<file path="src/rtl/key_press_gen.sv">
// key_press_gen: pseudo-random synthetic key press generator.
// Rev 1.0 - initial release.
`default_nettype none

module key_press_gen #(
  parameter int HOLD_CYCLES = 2,
  parameter int GAP_CYCLES  = 2
) (
  input  logic       clk,
  input  logic       reset,
  input  logic       enable,
  input  logic [8:0] threshold,
  output logic       key_out,
  output logic       busy,
  output logic [7:0] press_count
);

  typedef enum logic [1:0] {
    IDLE  = 2'd0,
    PRESS = 2'd1,
    GAP   = 2'd2
  } state_t;

  // Timer counts down to zero, so each phase loads its length minus one.
  localparam logic [7:0] HOLD_LOAD = 8'(HOLD_CYCLES - 1);
  localparam logic [7:0] GAP_LOAD  = 8'(GAP_CYCLES - 1);

  state_t     state;
  state_t     state_nxt;
  logic [7:0] timer;
  logic [7:0] timer_nxt;
  logic [9:0] lfsr;
  logic [9:0] lfsr_nxt;
  logic       start;

  always_comb begin
    state_nxt = state;
    timer_nxt = timer;
    start     = 1'b0;
    case (state)
      IDLE: begin
        // Compare uses the pre-advance LFSR value.
        if (enable && (lfsr < {1'b0, threshold})) begin
          start     = 1'b1;
          state_nxt = PRESS;
          timer_nxt = HOLD_LOAD;
        end
      end
      PRESS: begin
        if (timer == 8'd0) begin
          state_nxt = GAP;
          timer_nxt = GAP_LOAD;
        end else begin
          timer_nxt = timer - 8'd1;
        end
      end
      GAP: begin
        if (timer == 8'd0) begin
          state_nxt = IDLE;
        end else begin
          timer_nxt = timer - 8'd1;
        end
      end
      default: begin
        state_nxt = IDLE;
        timer_nxt = 8'd0;
      end
    endcase
  end

  always_comb begin
    lfsr_nxt = lfsr;
    if (enable) begin
      lfsr_nxt = {lfsr[8:0], ~(lfsr[9] ^ lfsr[6])};
    end
  end

  always_ff @(posedge clk or negedge reset) begin
    if (!reset) begin
      state       <= IDLE;
      timer       <= 8'd0;
      lfsr        <= 10'h000;
      key_out     <= 1'b0;
      busy        <= 1'b0;
      press_count <= 8'd0;
    end else begin
      state   <= state_nxt;
      timer   <= timer_nxt;
      lfsr    <= lfsr_nxt;
      // Outputs are registered from the next state so they align with state.
      key_out <= (state_nxt == PRESS);
      busy    <= (state_nxt != IDLE);
      if (start && (press_count != 8'hFF)) begin
        press_count <= press_count + 8'd1;
      end
    end
  end

endmodule

`default_nettype wire

</file>
<file path="config.mk">
export PLATFORM = sky130hd
export DESIGN_NAME = key_press_gen
export DESIGN_NICKNAME = d
export VERILOG_FILES = /design/src/rtl/key_press_gen.sv
export SDC_FILE = /design/constraint.sdc
export NUM_CORES = 1
export LEC_CHECK = 0
export BUFFER_PORTS_ARGS = -buffer_cell sky130_fd_sc_hd__buf_2
export CORE_MARGIN = 2
export CORE_UTILIZATION = 45
export CTS_CLUSTER_DIAMETER = 30
export DETAILED_ROUTE_END_ITERATION = 12
export GPL_ROUTABILITY_DRIVEN = 0
export PLACE_DENSITY = 0.7
export SLEW_MARGIN = 15
export SYNTH_ARGS = -nofsm -noshare
export SYNTH_HDL_FRONTEND = slang
export SYNTH_SLANG_ARGS = --single-unit
</file>
<file path="constraint.sdc">
create_clock -name clk -period 2.7 [get_ports clk]
set_input_delay 0.675 -clock clk [delete_from_list [all_inputs] [get_ports clk]]
set_output_delay 0.675 -clock clk [all_outputs]
set_load 0.01 [all_outputs]
</file>
==> flow_metrics.tcl <==
set metrics [dict create \
    dieWidth_um 64.1 \
    skew_ps 11.8 \
    cts_resized 0 \
    grt_max_degree 31 \
    final_core_util 0.543 \
    clk_pin_slew_ps 100 \
    synth_top_flop_cell "dfrtp_1" \
    p_per_area_nw_per_um2 646 \
    fin_crit_ps 2330 \
    setup_tns_ps 0 \
    placed_area_um2 1780 \
    htreeDepth 2 \
    port_buffers 21 \
    grtUsageMet1 0.214 \
    cp.arrival_ps 2580 \
    synth_top_cell_area_share 0.462 \
    vias 1209 \
    fillers 297 \
    path_class "input pin to register" \
    slew_headroom 0.562 \
    hold_path.class "input pin to asynchronous set/reset pin" \
    start_kind "input pin" \
    initial_core_util 0.479 \
    cts_hold_buf 0 \
    setup_slack_ps 373 \
    ant_nets 0 \
    post_cts_buffers 0 \
    core_um2 3390 \
    syn-num-nets 173 \
    outcome "complete, no violations" \
    avgViaCountPerCell 5.40 \
    p_leak_nw 0.835 \
    netlist_area_um2 1620 \
    diodes 0 \
    synth_edf_count 0 \
    wire_per_inst_um 14.1 \
    first_pass_iters 4 \
    worstMarginPinSlew_ps 657 \
    synthTopCellsByArea "dfrtp_1 46%, mux2_2 9.0%, ha_1 8.5%" \
    area_delta_synth_final_pct 13.4 \
    wl_um 3160 \
    ys_ff_latch 30 \
    timing.final.crit_share 0.862 \
    drtIter0Drc 24 \
    grt_pass1_vias 1239 \
    place_hpwl_um 2330 \
    gr-usage-met3 0.0370 \
    hold_viol_final 0 \
    cts_sinks 30 \
    ioPinCount 22 \
    synthCells 150 \
    crit_start "threshold[7]" \
    final_design_area_no_fill_um2 1840 \
    drive_above_1_share 0.258 \
    synth-async-reset-ratio 1.00 \
    pre_cts_slack_ps -7.51 \
    grt_antenna_before_repair 0 \
    synth_warnings 0 \
    dieHeight_um 64.1 \
    tritoncts "yes" \
    endpoint_kind "register" \
    r2r-start "lfsr[7]" \
    grtUsageMet2 0.302 \
    ir_drop_mv 0.329 \
    synth_cell_types 34 \
    clock_path_buffers 2 \
    synth_top_area_cell "dfrtp_1" \
    postSynthAreaPerCell_um2 10.8 \
    numCtsBuffers 5 \
    cp_max_fo 7 \
    fin_nets 200 \
    yosysSeqAreaShare 0.462 \
    grt_pass1_wl_um 5650 \
    slew_violations 0 \
    die_area_um2 4110 \
    rows 21 \
    setup-violations-final 0 \
    cap_violations 0 \
    worstSkewPairLatency_ps 330 \
    grt_setup_unrepaired "false" \
    drc_errors 0 \
    grt_usage 0.178 \
    critPathRequiredTime_ps 2950 \
    grt_remaining_overflow 0 \
    fmax_mhz 430 \
    clockRootBuffer "clkbuf_4" \
    power_w 0.00119 \
    globalRoute.busiestLayer "met2" \
]
[per-stage QoR]
stage	hold WS, ps	cells
6_report	362	224
3_3_place_gp	482	216
3_5_place_dp	483	216
5_1_grt	407	224
4_1_cts	381	224
2_1_floorplan	379	150
[logic make-up after synthesis]
| family | Yosys count | share of synthesized area |
|---|---|---|
| simple gates | 45 | 0.140 |
| flops | 30 | 0.462 |
| compound gates | 23 | 0.115 |
| buf+inv | 16 | 0.0424 |
| mux | 14 | 0.0963 |
| xor+xnor | 11 | 0.0593 |
| fa+ha+maj | 11 | 0.0847 |
[state kept, by name, summed over array words and instances, names as in the netlist]
signal	count
busy	1
key_out	1
lfsr	10
press_count	8
state	2
timer	8
[per-layer routing]
metal / part of all wire / vias to the layer above / routed length (µm)
li1: - / 586 / -
met1: 0.44 / 570 / 1390
met2: 0.49 / 44 / 1550
met3: 0.047 / 9 / 149
met4: 0.023 / 0 / 74
met5: 0 / - / 0
[path summary, 6_finish.rpt]
kind	depth (start not counted)	slack (ps)	to
max reg2reg	7	440	press_count[6]
min reg2reg	1	500	press_count[6]
max in group asynchronous	1	1900	press_count[4]
min in group clk	1	500	press_count[6]
max	9	370	press_count[6]
min	1	360	timer[2]
[area by class of cell]
class	count	area, µm²	area share
sequential	30	751	0.408
clock buffer	7	55.1	0.0299
tap	46	57.6	0.0312
multi-input combinational	104	805	0.437
clock inverter	1	5.00	0.00272
timing repair buffer	23	120	0.0652
inverter	13	48.8	0.0265
[cell usage after synthesis, types with 2 or more instances]
library cell,n
nor4_1,5
o2bb2ai_1,3
xor2_1,8
mux2_2,13
xnor2_1,3
a21o_1,2
nand4_1,2
o21ai_0,3
nand2b_1,3
inv_1,13
nor3_1,5
nand3_1,7
nand2_1,8
a21oi_1,6
nor2b_1,2
o21a_1,2
dfrtp_1,30
ha_1,11
nor2_1,9
[layout by cell type, fill, tap and decap left out, types with 2 or more instances in the layout]
cell type / instances
xor2_1: 8
o21a_1: 2
nand4_1: 2
dfrtp_1: 30
buf_4: 2
ha_1: 11
a21oi_1: 6
nor4_1: 5
xnor2_1: 3
mux2_2: 13
clkbuf_4: 5
a21o_1: 2
inv_1: 13
o2bb2ai_1: 3
nand2_1: 8
nand3_1: 7
nor2_1: 9
nor3_1: 5
buf_2: 21
nand2b_1: 3
o21ai_0: 3
nor2b_1: 2
[critical path: stages]
cell and delay [ps]:
buf_2 80, inv_1 30, ha_1 300, a21o_1 190, a2111oi_4 350, o221ai_2 190, buf_4 200, nor4_1 390
xor2_1 170
[where the power goes]
group	switching [W]	leakage, nW	internal, W
clock network	0.000153	0.0353	0.000126
registers	0.0000752	0.337	0.000531
logic	0.000138	0.463	0.000166
total	0.000366	0.835	0.000823
No activity file was read; power rests on OpenSTA's default activity.
